**src/rtl/cla_serial_sequencer_pkg.sv**
```systemverilog
// Shared types and constants for the nibble-serial add/subtract sequencer.
package cla_serial_sequencer_pkg;

    localparam int unsigned NIB_W = 4;

    typedef enum logic [1:0] {
        IDLE = 2'd0,
        RUN  = 2'd1,
        DONE = 2'd2
    } state_e;

endpackage

```
**src/rtl/cla_serial_sequencer_nibble_mux.sv**
```systemverilog
// Picks one NIB_W-bit slice out of a WIDTH-bit word by nibble index.
module cla_serial_sequencer_nibble_mux
    import cla_serial_sequencer_pkg::*;
#(
    parameter int unsigned WIDTH = 16,
    parameter int unsigned IDX_W = 2
) (
    input  logic [WIDTH-1:0] data,
    input  logic [IDX_W-1:0] idx,
    output logic [NIB_W-1:0] nib_c
);

    logic [WIDTH/NIB_W-1:0][NIB_W-1:0] nibs;

    assign nibs  = data;
    assign nib_c = nibs[idx];

endmodule

```
**src/rtl/cla_serial_sequencer.sv**
```systemverilog
// Feeds full-width operands one nibble per cycle through an external 4-bit
// carry-lookahead adder, chaining the carry and collecting the result.
module cla_serial_sequencer
    import cla_serial_sequencer_pkg::*;
#(
    parameter int unsigned WIDTH = 16
) (
    input  logic             CLK,
    input  logic             RST,
    input  logic             IN_VALID,
    output logic             IN_READY,
    input  logic [WIDTH-1:0] OP_A,
    input  logic [WIDTH-1:0] OP_B,
    input  logic             OP_CIN,
    input  logic             SUB,
    output logic [NIB_W-1:0] ADD_A,
    output logic [NIB_W-1:0] ADD_B,
    output logic             ADD_CIN,
    input  logic [NIB_W-1:0] ADD_SUM,
    input  logic             ADD_COUT,
    output logic             OUT_VALID,
    input  logic             OUT_READY,
    output logic [WIDTH-1:0] RESULT,
    output logic             CARRY,
    output logic             OVERFLOW
);

    localparam int unsigned NIBBLES = WIDTH / NIB_W;
    localparam int unsigned IDX_W   = $clog2(NIBBLES);

    state_e                          state_q, state_d;
    logic [WIDTH-1:0]                a_q, a_d;
    logic [WIDTH-1:0]                b_q, b_d;
    logic                            carry_q, carry_d;
    logic [IDX_W-1:0]                idx_q, idx_d;
    logic [NIBBLES-1:0][NIB_W-1:0]   result_q, result_d;
    logic                            cout_q, cout_d;
    logic                            ovf_q, ovf_d;
    logic                            out_valid_q, out_valid_d;
    logic [NIB_W-1:0]                nib_a_c, nib_b_c;

    cla_serial_sequencer_nibble_mux #(.WIDTH(WIDTH), .IDX_W(IDX_W)) u_mux_a (
        .data  (a_q),
        .idx   (idx_q),
        .nib_c (nib_a_c)
    );

    cla_serial_sequencer_nibble_mux #(.WIDTH(WIDTH), .IDX_W(IDX_W)) u_mux_b (
        .data  (b_q),
        .idx   (idx_q),
        .nib_c (nib_b_c)
    );

    // Next-state and datapath update; b is stored pre-inverted for subtract.
    always_comb begin
        state_d     = state_q;
        a_d         = a_q;
        b_d         = b_q;
        carry_d     = carry_q;
        idx_d       = idx_q;
        result_d    = result_q;
        cout_d      = cout_q;
        ovf_d       = ovf_q;
        out_valid_d = out_valid_q;
        case (state_q)
            IDLE: begin
                if (IN_VALID) begin
                    a_d     = OP_A;
                    b_d     = SUB ? ~OP_B : OP_B;
                    carry_d = SUB ? 1'b1 : OP_CIN;
                    idx_d   = '0;
                    state_d = RUN;
                end
            end
            RUN: begin
                result_d[idx_q] = ADD_SUM;
                carry_d         = ADD_COUT;
                idx_d           = idx_q + IDX_W'(1);
                if (idx_q == IDX_W'(NIBBLES - 1)) begin
                    state_d     = DONE;
                    out_valid_d = 1'b1;
                    cout_d      = ADD_COUT;
                    ovf_d       = (a_q[WIDTH-1] == b_q[WIDTH-1]) &&
                                  (ADD_SUM[NIB_W-1] != a_q[WIDTH-1]);
                end
            end
            DONE: begin
                if (OUT_READY) begin
                    out_valid_d = 1'b0;
                    state_d     = IDLE;
                end
            end
            default: begin
                state_d = IDLE;
            end
        endcase
    end

    always_ff @(posedge CLK) begin
        if (RST) begin
            state_q     <= IDLE;
            a_q         <= '0;
            b_q         <= '0;
            carry_q     <= 1'b0;
            idx_q       <= '0;
            result_q    <= '0;
            cout_q      <= 1'b0;
            ovf_q       <= 1'b0;
            out_valid_q <= 1'b0;
        end else begin
            state_q     <= state_d;
            a_q         <= a_d;
            b_q         <= b_d;
            carry_q     <= carry_d;
            idx_q       <= idx_d;
            result_q    <= result_d;
            cout_q      <= cout_d;
            ovf_q       <= ovf_d;
            out_valid_q <= out_valid_d;
        end
    end

    // Adder drive is live only while running so the adder sees zeros otherwise.
    always_comb begin
        ADD_A   = '0;
        ADD_B   = '0;
        ADD_CIN = 1'b0;
        if (state_q == RUN) begin
            ADD_A   = nib_a_c;
            ADD_B   = nib_b_c;
            ADD_CIN = carry_q;
        end
    end

    assign IN_READY  = (state_q == IDLE);
    assign OUT_VALID = out_valid_q;
    assign RESULT    = result_q;
    assign CARRY     = cout_q;
    assign OVERFLOW  = ovf_q;

endmodule

```
**config.mk**
```make
export PLATFORM = sky130hd
export DESIGN_NAME = cla_serial_sequencer
export DESIGN_NICKNAME = d
export VERILOG_FILES = /design/src/rtl/cla_serial_sequencer_pkg.sv /design/src/rtl/cla_serial_sequencer_nibble_mux.sv /design/src/rtl/cla_serial_sequencer.sv
export SDC_FILE = /design/constraint.sdc
export NUM_CORES = 1
export LEC_CHECK = 0
export BUFFER_PORTS_ARGS = -buffer_cell sky130_fd_sc_hd__buf_4
export CAP_MARGIN = 30
export CORE_MARGIN = 4
export CORE_UTILIZATION = 38
export DETAILED_ROUTE_END_ITERATION = 8
export PLACE_DENSITY = 0.69
export SYNTH_ARGS = -nofsm -noshare
export SYNTH_HDL_FRONTEND = slang
export SYNTH_SLANG_ARGS = --single-unit
```
**constraint.sdc**
```tcl
create_clock -name CLK -period 1.5 [get_ports CLK]
set_input_delay 0.15 -clock CLK [delete_from_list [all_inputs] [get_ports CLK]]
set_output_delay 0.15 -clock CLK [all_outputs]
set_load 0.02 [all_outputs]
```
Word level (Yosys, flattened, before mapping)
Index checks and enable logic that the tools add are counted.
{"block": "word_totals", "out_inout_bits": 29, "register_bits": 56, "in_bits": 43}
{"block": "classes", "n_addsub": 1, "bitwise_logic": 1, "mux": 23, "n_reduce_logical": 10, "eq_ne": 8, "order_cmp": 2}
{"operator": "2-to-1 mux 4 bit", "count": 5}
{"operator": "binary-select mux 4 bit (select 2 bit)", "count": 2}
{"operator": "bitwise mux 16 bit", "count": 1}
{"operator": "2-to-1 mux 16 bit", "count": 1}
{"operator": "inverter 16 bit", "count": 1}
{"operator": "demux 4 bit (select 2 bit)", "count": 1}
{"operator": "2-to-1 mux 2 bit", "count": 4}
{"operator": "inequality test 2 bit, second input constant", "count": 3}
{"operator": "one-hot mux 2 bit (3 select lines)", "count": 1}
{"operator": "AND reduction 2 bit", "count": 3}
{"operator": "AND reduction 3 bit", "count": 2}
{"operator": "2-to-1 mux 1 bit", "count": 5}
{"operator": "== test 2 bit, second input constant", "count": 2}
{"operator": "one-hot mux 1 bit (2 select lines)", "count": 2}
{"operator": "one-hot mux 2 bit (2 select lines)", "count": 1}
{"operator": "nonzero test 2 bit", "count": 2}
{"operator": "< comparator 2 x 3 -> 1 bit, second input constant", "count": 1}
{"operator": "adder 2 x 1 -> 2 bit, second input constant", "count": 1}
{"operator": "== test 2 x 1 -> 1 bit, second input constant", "count": 1}
{"operator": ">= comparator 2 x 1 -> 1 bit, second input constant", "count": 1}
{"operator": "logical AND 1 bit", "count": 2}
{"operator": "zero test 2 bit", "count": 1}
{"operator": "== test 1 bit", "count": 1}
{"operator": "inequality test 1 bit", "count": 1}

Depth between registers and ports, before layout
Gate-level depths: netlist (run 1).
{"block": "depth", "word_depth": 5, "depth_mapped": 6, "depth_no_buf": 5}

By module
Synthesis (run 1) repeated with hierarchy kept, for this count alone.
{"block": "unflattened", "cells_unflattened": 278, "hier_area_um2": 2527.4}
{"module": "cla_serial_sequencer", "cells_per_inst": 270, "seq_area_each_um2": 1121.1, "area_each_um2": 2317.2, "n_inst": 1}
{"module": "cla_serial_sequencer_nibble_mux", "cells_per_inst": 4, "seq_area_each_um2": 0.0, "area_each_um2": 105.1, "n_inst": 2}

Worst setup path before layout (run 1)
No wires, ideal clock.
{"block": "synth_timing", "kind": "register to register", "from": "register idx_q[1]", "to": "register result_q (netlist bit RESULT[7])", "setup_time_ns": 0.128, "path_stages_with_launch": 7, "arrival_ns": 1.352, "setup_slack_ns": 0.020, "cell_sequence": "dfxtp_1 clkbuf_1 inv_1 ha_1 nand3b_1 mux2i_1 nor2_1"}
{"block": "synth_via", "elab_chain_len": 5, "elab_cells_between_ends": 6, "cone_classes": "order compare: 2; mux: 3; reduce/logical: 1"}
{"item": "start: declaration", "line": "cla_serial_sequencer.sv:35", "rtl": "logic [IDX_W-1:0] idx_q, idx_d;"}
{"item": "start signal: assignment", "line": "cla_serial_sequencer.sv:115", "rtl": "idx_q <= idx_d;"}
{"item": "< comparator 2 x 3 -> 1 bit (implied by the code) or >= comparator 2 x 1 -> 1 bit (tied branches)", "line": "cla_serial_sequencer.sv:76", "rtl": "result_d[idx_q] = ADD_SUM;"}
{"item": "logical AND 1 bit (implied by the code)", "line": "cla_serial_sequencer.sv:76"}
{"item": "2-to-1 mux 4 bit (implied by the code)", "line": "cla_serial_sequencer.sv:76"}
{"item": "demux 4 bit (select 2 bit) *", "line": "cla_serial_sequencer.sv:76"}
{"item": "bitwise mux 16 bit *", "line": "cla_serial_sequencer.sv:76"}
{"item": "end signal: assignment", "line": "cla_serial_sequencer.sv:116", "rtl": "result_q <= result_d;"}
{"item": "end: declaration", "line": "cla_serial_sequencer.sv:36", "rtl": "logic [NIBBLES-1:0][NIB_W-1:0] result_q, result_d;"}
Mark *: on every way between the ends. The rest lies on a longest branch, timed or not.
A chain may end at the register's enable or synchronous reset.

Final worst setup path (run 1)
{"block": "layout_timing", "from": "register idx_q[0]", "to": "output ADD_A[1]"}
{"block": "layout_via", "elab_chain_len": 3}
{"item": "binary-select mux 4 bit (select 2 bit)", "line": "cla_serial_sequencer_nibble_mux.sv:16", "rtl": "assign nib_c = nibs[idx];"}
{"item": "2-to-1 mux 4 bit (implied by the code)", "line": "cla_serial_sequencer_nibble_mux.sv:16"}
{"item": "2-to-1 mux 4 bit", "line": "cla_serial_sequencer.sv:128", "rtl": "if (state_q == RUN) begin"}
{"item": "end: declaration", "line": "cla_serial_sequencer.sv:16", "rtl": "output logic [NIB_W-1:0] ADD_A,"}
Every way passes these cells. The select of a mux whose other input is x is not followed.

==> results.md, run 1 <==
| Metric | Reported |
|---|---|
| Setup repair after global routing missed its margin | true |
| Run status | complete, but fails checks |
| Number of primary I/O pins | 72 |
| Placed inst area | 0.00314 mm^2 |
| Final Core Density | 52.3% |
| Worst r2r src | idx_q[0] |
| Number of buffers added to fix hold violations after cts | 0 |
| Element type at the critical path start | flip-flop |
| Worst Hold End | a_q[4] |
| Wire length of the first global-routing pass | 9200 um |
| Number of cells on the worst reg-to-reg path | 6 |
| Later-pin clock latency in the skew report | 0.31 ns |
| Share of cells above drive strength 1 | 33.4% |
| Residual DRC count | 0 |
| Final Hold Vio Count | 0 |
| Total power density per cell area | 907 mW/mm^2 |
| Time the worst path needs with I/O delays and setup | 1.75 ns |
| Violated checks | negative setup slack |
| Pin count of the biggest net entering global routing | 48 |
| Maximum operating frequency | 572 MHz |
| Final instance area | 0.00334 mm^2 |
| CP arrival | 1.60 ns |
| RR Endpoint | RESULT[11] |
| Post-synth cell types | 31 |
| Initial antenna violation count | 0 |
| Overall routing resource usage | 14.8% |
| Hold Path Class | primary input to flip-flop |
| Combined buffer and inverter count along the critical path | 2 |
| Starting density of the core | 39.3% |
| Cell Area, Synth | 0.00251 mm^2 |
| List of cells traversed by the critical path | buf_6, mux4_2, and2_4, buf_6 |
| Worst clock skew | 0.0108 ns |
| Maximum fanout encountered on the critical timing path | 4 |
| Synthesized area per cell | 9.00 um^2 |
| Number of setup violations in the final report | 8 |
| # rows | 29 |
| Worst slew margin | 66.8% |
| Slew at the pin with the worst max-slew slack | 0.498 ns |
| Routed WL per cell | 13.5 um |
| Instance count of the mapped netlist | 279 |
| Final GP Congestion | 0.793 |
| Detailed placement HPWL | 4270 um |
| Number of global-route vias before repair | 2022 |
| Worst-path clk slew | 0.11 ns |
| Gr ovfl total | 0 |
| Count of nets after finishing | 399 |
| Non-Filler Instances | 430 |
| Root Buffer | sky130_fd_sc_hd__clkbuf_8 |
| Clock sinks | 56 |
| Pre-CTS WS | 0.0270 ns |
| Clock buffer count from CTS | 5 |
| DR iter-0 viols | 54 |
| Leakage Power | 1.39 nW |
| Detail Route Antenna Nets | 0 |
| Number of optimization iterations in the first detailed-route pass | 4 |
| CP max stage cell | sky130_fd_sc_hd__mux4_2 |
| Hold Path Origin | OP_A[4] |
| Layout overhead on the synthesized area | 33.0% |
| Core Footprint | 0.00639 mm^2 |
| Number of enable flip-flop cells after synthesis | 0 |
| Setup tns final | -1.83 ns |
| Top_reg_cell synth | sky130_fd_sc_hd__dfxtp_1 |
| Synthesized Nets | 326 |
| DIE HEIGHT | 89.3 um |
| Largest stage delay, worst path | 0.51 ns |
| Cell class contributing the biggest share of worst-path delay | multiplexers |
| Chip width | 89.3 um |
| Clock tree from TritonCTS | done |
| Buffers on Ports | 71 |
| Smallest setup slack after layout | -0.247 ns |
| Inserted Diodes | 0 |
| Number of stages on the worst hold path | 3 |
| Final Max Tran Viols | 0 |
| Number of max-capacitance violations reported | 0 |
| Vias after detailed routing | 2108 |
| Minimum hold slack | 0.0681 ns |
| Crit share post-route | 116% |
| CP most frequent cell | sky130_fd_sc_hd__buf_6 |
| Kind of end point of the critical path | output port |
| Power consumption | 3.03 mW |
| Yosys Warn Count | 0 |
| FF-to-FF setup slack | 0.12 ns |
| Data required time of the critical path | 1.35 ns |
| Sequential-to-total area share from yosys stat | 44.7% |
| Number of placed cells counting well taps | 419 |
| Setup CP Type | flip-flop to output port |
| Largest buffer count on any clock path | 2 |
| Floorplan die area | 0.00797 mm^2 |
| Number of synthesized register bits | 56 |
| Proportion of register bits with asynchronous set or reset after synthesis | 0% |
| Maximum level of the CTS H-tree | 2 |
| Largest voltage drop on the vdd net | 0.000542 V |
| Average via count per standard cell | 4.90 |
| Aggregate routed wire length | 5800 um |
==> sequential cells by signal, summed over array words and instances, names as in the netlist <==
name       cells
a_q           16
carry_q        1
b_q           16
state_q        2
RESULT        16
OUT_VALID      1
CARRY          1
idx_q          2
OVERFLOW       1
==> worst max-delay path by stage <==
| stage | startpoint | to | slack (ns) | depth (start not counted) |
|---|---|---|---|---|
| after floorplan | idx_q[1] | RESULT[7] | 0.02 | 6 |
| after global placement | idx_q[0] | ADD_B[0] | 0.03 | 4 |
| after detailed placement | idx_q[0] | ADD_B[1] | 0.03 | 4 |
| after CTS | idx_q[0] | ADD_A[1] | -0.26 | 4 |
| after global routing | idx_q[0] | ADD_A[1] | -0.31 | 4 |
| final | idx_q[0] | ADD_A[1] | -0.25 | 4 |
==> worst reg2reg max path, cell delays in order, from the launching register on <==
cell and delay [ns]:
sky130_fd_sc_hd__dfxtp_2 0.37, sky130_fd_sc_hd__buf_4 0.12, sky130_fd_sc_hd__inv_1 0.06, sky130_fd_sc_hd__ha_1 0.25
sky130_fd_sc_hd__nand3b_1 0.21, sky130_fd_sc_hd__mux2i_1 0.21, sky130_fd_sc_hd__nor2_1 0.05
==> area by class of cell <==
cell class                      count  area, um^2
Clock buffer                        5        68.8
Clock inverter                      3        25.0
Fill cell                         608        3050
Inverter                            4        15.0
Multi-Input combinational cell    197        1290
Sequential cell                    56        1130
Tap cell                           77        96.3
Timing Repair Buffer               88         716
==> cell families (layout without fill, tap and decap cells) <==
logic type / count (synthesis) / in the layout / share of synthesized area [%]
simple gates: 110 / 110 / 20.5
mux: 14 / 14 / 9.57
fa+ha+maj: 4 / 4 / 1.99
buf+inv: 26 / 100 / 5.33
xor+xnor: 16 / 16 / 5.58
compound gates: 53 / 53 / 12.4
flops: 56 / 56 / 44.7
==> layer usage <==
metal / vias to the layer above / routed length, um / global-route usage, %
met2: 50 / 2800 / 24.2
met3: 5 / 410 / 4.61
met5: - / 0 / 0
met1: 956 / 2530 / 18.5
met4: 0 / 55 / 4.87
li1: 1097 / - / -
==> cells in the final DEF (no fill, tap or decap), types with 2 or more instances in the layout <==
master | synthesis | routed
sky130_fd_sc_hd__mux4_2 | 8 | 8
sky130_fd_sc_hd__buf_6 | 1 | 10
sky130_fd_sc_hd__nand3_1 | 14 | 14
sky130_fd_sc_hd__or3b_1 | 2 | 2
sky130_fd_sc_hd__mux2i_1 | 6 | 6
sky130_fd_sc_hd__dfxtp_1 | 56 | 53
sky130_fd_sc_hd__nor3_1 | 3 | 3
sky130_fd_sc_hd__ha_1 | 4 | 4
sky130_fd_sc_hd__a211oi_1 | 16 | 16
sky130_fd_sc_hd__nand2_1 | 49 | 49
sky130_fd_sc_hd__nand3b_1 | 3 | 3
sky130_fd_sc_hd__dfxtp_2 | 0 | 2
sky130_fd_sc_hd__inv_1 | 4 | 4
sky130_fd_sc_hd__and2_4 | 0 | 8
sky130_fd_sc_hd__inv_6 | 0 | 2
sky130_fd_sc_hd__nor2_1 | 23 | 23
sky130_fd_sc_hd__xnor2_1 | 16 | 16
sky130_fd_sc_hd__buf_4 | 5 | 76
sky130_fd_sc_hd__clkbuf_8 | 0 | 5
sky130_fd_sc_hd__a21oi_1 | 33 | 33
sky130_fd_sc_hd__o21ai_0 | 2 | 2
==> Yosys cell counts, drive strengths merged, types with 3 or more instances <==
cell type / n / area, um^2
dfxtp: 56 / 1120
nand2: 49 / 184
a21oi: 33 / 165
nor2: 23 / 86.3
a211oi: 16 / 120
buf: 16 / 96.4
xnor2: 16 / 140
nand3: 14 / 70.1
and2: 8 / 50.1
mux4: 8 / 180
clkbuf: 6 / 22.5
mux2i: 6 / 60.1
ha: 4 / 50.1
inv: 4 / 15.0
nand3b: 4 / 33.8
nor3: 3 / 15.0
==> timing repair <==
item / in CTS / in global routing
buffers inserted: 1 / 2
endpoints found under the setup margin: 9 / 9
resized for setup: 20 / 3
pin swaps: 8 / 1
==> report_power, final <==
| part | internal (mW) | switching (mW) |
|---|---|---|
| Clock | 0.342 | 0.520 |
| Sequential | 1.57 | 0.0463 |
| Combinational | 0.289 | 0.263 |
No activity file was read; power rests on OpenSTA's default activity.
==> inputs of run 2 (changes only) <==
- CTS_BUF_LIST: unset -> sky130_fd_sc_hd__clkbuf_4 sky130_fd_sc_hd__clkbuf_8 sky130_fd_sc_hd__clkbuf_16
- SKIP_CTS_REPAIR_TIMING: unset -> 1
==> run 2 against run 1 <==
  * The flow still finishes with violations (negative setup slack)
  * Final area unchanged
  * Combinational power about the same
  * Critical path depth unchanged
  * Critical endpoint unchanged
  * Largest cell class unchanged
  * Largest power group unchanged
  * Highest routed layer unchanged
==> results.md, run 2 (synthesis results as in run 1) <==
| Metric | Reported |
|---|---|
| Number of max-capacitance violations reported | 0 |
| Routed WL per cell | 13.5 um |
| Violated checks | negative setup slack |
| Number of setup violations in the final report | 8 |
| Wire length of the first global-routing pass | 9060 um |
| Share of cells above drive strength 1 | 33.4% |
| Placed inst area | 0.00314 mm^2 |
| Combined area of the multi-input logic cells | 0.00129 mm^2 |
| Final Hold Vio Count | 0 |
| Final Max Tran Viols | 0 |
| Element type at the critical path start | flip-flop |
| Root Buffer | sky130_fd_sc_hd__clkbuf_8 |
| Fill cell instance count of the final layout | 608 |
| Setup CP Type | flip-flop to output port |
| Clock buffer count from CTS | 5 |
| Number of cells on the worst reg-to-reg path | 6 |
| Detailed placement HPWL | 4270 um |
| Leakage Power | 1.39 nW |
| Maximum fanout encountered on the critical timing path | 4 |
| Hold Path Class | primary input to flip-flop |
| Aggregate routed wire length | 5790 um |
| Maximum operating frequency | 573 MHz |
| Clock sinks | 56 |
| Floorplan die area | 0.00797 mm^2 |
| Final instance area | 0.00334 mm^2 |
| Core Footprint | 0.00639 mm^2 |
| Worst clock skew | 0.0102 ns |
| Data required time of the critical path | 1.35 ns |
| Maximum level of the CTS H-tree | 2 |
| Detail Route Antenna Nets | 0 |
| Average via count per standard cell | 4.91 |
| Power consumption | 3.02 mW |
| DR iter-0 viols | 52 |
| Most common library cell in the layout ignoring fill and taps | sky130_fd_sc_hd__buf_4 |
| Clock tree from TritonCTS | done |
| Pin count of the biggest net entering global routing | 48 |
| Gr ovfl total | 0 |
| Chip width | 89.3 um |
| Worst r2r src | idx_q[0] |
| Time the worst path needs with I/O delays and setup | 1.75 ns |
| # rows | 29 |
| Total power density per cell area | 905 mW/mm^2 |
| Pre-CTS WS | 0.0270 ns |
| Count of nets after finishing | 399 |
| Crit share post-route | 116% |
| Commonest cells after routing, fill and taps aside | sky130_fd_sc_hd__buf_4, sky130_fd_sc_hd__dfxtp_1, sky130_fd_sc_hd__nand2_1 |
| DIE HEIGHT | 89.3 um |
| Number of optimization iterations in the first detailed-route pass | 4 |
| Worst slew margin | 66.9% |
| Setup repair after global routing missed its margin | true |
| Later-pin clock latency in the skew report | 0.31 ns |
| Final Core Density | 52.3% |
| Worst Hold End | state_q[1] |
| Kind of end point of the critical path | output port |
| Residual DRC count | 0 |
| Smallest setup slack after layout | -0.247 ns |
| Initial antenna violation count | 0 |
| Vias after detailed routing | 2112 |
| Inserted Diodes | 0 |
| Number of stages on the worst hold path | 2 |
| Worst-path clk slew | 0.11 ns |
| Overall routing resource usage | 14.6% |
| Largest voltage drop on the vdd net | 0.000541 V |
| Layout overhead on the synthesized area | 33.0% |
| Final GP Congestion | 0.793 |
| Slew at the pin with the worst max-slew slack | 0.496 ns |
| Starting density of the core | 39.3% |
| RR Endpoint | RESULT[11] |
| Largest buffer count on any clock path | 2 |
| Sequential standard cell area | 0.00113 mm^2 |
| Hold Path Origin | RST |
| Number of primary I/O pins | 72 |
| Number of global-route vias before repair | 1964 |
| FF-to-FF setup slack | 0.12 ns |
| Buffers on Ports | 71 |
| Run status | complete, but fails checks |
| CP arrival | 1.60 ns |
[run 2: final cells by class]
cell class | instances | share of cell area, %
well taps | 77 | 2.89
clock buffers | 5 | 2.06
inverters | 4 | 0.450
clock inverters | 3 | 0.750
repair buffers | 88 | 21.4
multi-input cells | 197 | 38.6
flip-flops and latches | 56 | 33.8
[run 2: worst max path at each step]
stage | from | endpoint | slack, ns | cells after the start
finish | idx_q[0] | ADD_A[1] | -0.25 | 4
global route | idx_q[0] | ADD_A[1] | -0.31 | 4
CTS | idx_q[0] | ADD_B[1] | -0.35 | 4
detailed placement | idx_q[0] | ADD_B[1] | 0.03 | 4
global placement | idx_q[0] | ADD_B[0] | 0.03 | 4
floorplan | idx_q[1] | RESULT[7] | 0.02 | 6
[run 2: through the flow]
| step | hold slack (ns) | setup TNS (ns) | cells |
|---|---|---|---|
| finish | 0.0688 | -1.83 | 430 |
| global route | 0.0602 | -2.33 | 430 |
| CTS | 0.0596 | -2.79 | 427 |
| detailed placement | 0.408 | 0 | 419 |
| global placement | 0.397 | 0 | 419 |
| floorplan | 0.286 | 0 | 279 |
[run 2: metal layers]
layer	wire length (um)	global-route usage [%]
met3	443	4.61
met4	55	4.19
met1	2480	18.0
met2	2810	24.4
met5	0	0
[run 2: worst max-delay path: stages (launching register included)]
cell and delay, ns:
sky130_fd_sc_hd__dfxtp_2 0.37, sky130_fd_sc_hd__buf_6 0.13, sky130_fd_sc_hd__mux4_2 0.51, sky130_fd_sc_hd__and2_4 0.15
sky130_fd_sc_hd__buf_6 0.12
[run 2: where the power goes]
part | switching (mW) | internal (mW) | leakage, nW
clock network | 0.514 | 0.342 | 0.0452
logic | 0.263 | 0.289 | 0.881
registers | 0.0464 | 1.57 | 0.460
total | 0.824 | 2.20 | 1.39
==> inputs of run 3 (changes only) <==
- RECOVER_POWER: unset -> 50
==> run 3 against run 2 <==
  * The flow still finishes with violations (negative setup slack)
  * Non-clock buffer count did not move
  * Worst hold slack got worse by 0.0013 ns
  * Worst setup slack lost 0.0021 ns
  * Fmax shrank 0.12%
  * Combinational power decreased by 2%
  * Clock power about the same
  * Register-to-register slack worse by 0.08 ns
  * Sequential cell count stayed put
  * Sequential power barely moved
  * Final area down 2.4%
  * First-iteration DRC count grew 5.8%
  * Largest cell class unchanged
==> results.md, run 3 (synthesis results as in run 1) <==
| Metric | Reported |
|---|---|
| Maximum level of the CTS H-tree | 2 |
| Worst-path clk slew | 0.11 ns |
| Clock sinks | 56 |
| CP arrival | 1.60 ns |
| Clock tree from TritonCTS | done |
| Total power density per cell area | 924 mW/mm^2 |
| Placed inst area | 0.00314 mm^2 |
| Most common library cell in the layout ignoring fill and taps | sky130_fd_sc_hd__buf_4 |
| Final Max Tran Viols | 0 |
| Largest buffer count on any clock path | 2 |
| Root Buffer | sky130_fd_sc_hd__clkbuf_8 |
| Minimum hold slack | 0.0675 ns |
| Largest voltage drop on the vdd net | 0.000541 V |
| Wire length of the first global-routing pass | 9060 um |
| Maximum fanout encountered on the critical timing path | 4 |
| Number of primary I/O pins | 72 |
| Number of stages on the worst hold path | 3 |
| Maximum operating frequency | 572 MHz |
| DR iter-0 viols | 55 |
| Core Footprint | 0.00639 mm^2 |
| Data required time of the critical path | 1.35 ns |
| Count of nets after finishing | 399 |
| # rows | 29 |
| Chip width | 89.3 um |
| Number of cells on the worst reg-to-reg path | 5 |
| Clock buffer count from CTS | 5 |
| Kind of end point of the critical path | output port |
| Setup crit start | idx_q[0] |
| Slew at the pin with the worst max-slew slack | 0.497 ns |
| Setup CP Type | flip-flop to output port |
| Detail Route Antenna Nets | 0 |
| Vias after detailed routing | 2109 |
| Layout overhead on the synthesized area | 29.8% |
| Average via count per standard cell | 4.90 |
| Worst clock skew | 0.0113 ns |
| Starting density of the core | 39.3% |
| Hold Path Origin | OP_A[4] |
| Run status | complete, but fails checks |
| Met3 Use GR | 4.61% |
| Hold Path Class | primary input to flip-flop |
| Setup repair after global routing missed its margin | true |
| Later-pin clock latency in the skew report | 0.32 ns |
| Gr ovfl total | 0 |
| Violated checks | negative setup slack |
| Setup tns final | -1.84 ns |
| Number of setup violations in the final report | 8 |
| Worst slew margin | 66.9% |
| Global Route met1 Usage | 18.0% |
| Number of optimization iterations in the first detailed-route pass | 4 |
| Final instance area | 0.00326 mm^2 |
| Initial antenna violation count | 0 |
| Power consumption | 3.01 mW |
| Met2 usage | 24.4% |
| Crit share post-route | 117% |
| Share of cells above drive strength 1 | 27.5% |
| Fill cell instance count of the final layout | 626 |
| Floorplan die area | 0.00797 mm^2 |
| Element type at the critical path start | flip-flop |
| Worst r2r src | idx_q[0] |
| Final Hold Vio Count | 0 |
| Number of max-capacitance violations reported | 0 |
| Sequential standard cell area | 0.00113 mm^2 |
| DIE HEIGHT | 89.3 um |
| Smallest setup slack after layout | -0.249 ns |
| Leakage Power | 1.30 nW |
| Number of global-route vias before repair | 1964 |
| Detailed placement HPWL | 4270 um |
| Final Core Density | 51.0% |
| Residual DRC count | 0 |
| Most crowded layer after global routing | met2 |
| Inserted Diodes | 0 |
| Combined area of the multi-input logic cells | 0.00128 mm^2 |
| Pin count of the biggest net entering global routing | 48 |
| Final GP Congestion | 0.793 |
| Buffers on Ports | 71 |
| Time the worst path needs with I/O delays and setup | 1.75 ns |
| Aggregate routed wire length | 5830 um |
| Commonest cells after routing, fill and taps aside | sky130_fd_sc_hd__buf_4, sky130_fd_sc_hd__dfxtp_1, sky130_fd_sc_hd__nand2_1 |
| Overall routing resource usage | 14.6% |
| Routed WL per cell | 13.6 um |
-- run 3: cell count changes in the layout (fill, tap and decap cells not counted), sizes merged --
| cell | delta |
|---|---|
| clkbuf | +20 |
| buf | -20 |
-- run 3: critical path, stage by stage, from the launching register on --
cell                      delay, ns
sky130_fd_sc_hd__dfxtp_2       0.37
sky130_fd_sc_hd__buf_6         0.13
sky130_fd_sc_hd__mux4_2        0.51
sky130_fd_sc_hd__and2_4        0.15
sky130_fd_sc_hd__buf_6         0.12
-- run 3: per-layer routing --
| metal | share of wire (%) | wire length, um | vias up |
|---|---|---|---|
| li1 | - | - | 1099 |
| met1 | 43 | 2510 | 949 |
| met2 | 48 | 2820 | 56 |
| met3 | 7.7 | 447 | 5 |
| met4 | 0.94 | 55 | 0 |
| met5 | 0 | 0 | - |
-- run 3: final cells by class --
type | instances | area share (%)
flip-flops and latches | 56 | 34.6
repair buffers | 88 | 19.7
multi-input cells | 197 | 39.4
inverters | 4 | 0.461
clock buffers | 5 | 2.11
clock inverters | 3 | 0.768
well taps | 77 | 2.96
-- run 3: final timing paths --
check	endpoint	slack (ns)
setup / recovery	ADD_A[1]	-0.25
hold / removal	a_q[4]	0.07
setup reg to reg	OVERFLOW	0.04
hold reg to reg	a_q[10]	0.46
-- run 3: report_power, final --
part	total [mW]	switching, mW	internal (mW)	leakage (nW)
Clock	0.858	0.517	0.342	0.0452
Sequential	1.61	0.0461	1.57	0.460
Combinational	0.541	0.263	0.278	0.798
Total	3.01	0.826	2.19	1.30
-- run 3: through the flow --
| step | cells | setup slack, ns |
|---|---|---|
| 2_1_floorplan | 279 | 0.0200 |
| 3_3_place_gp | 419 | 0.0283 |
| 3_5_place_dp | 419 | 0.0270 |
| 4_1_cts | 427 | -0.347 |
| 5_1_grt | 430 | -0.308 |
| 6_report | 430 | -0.249 |
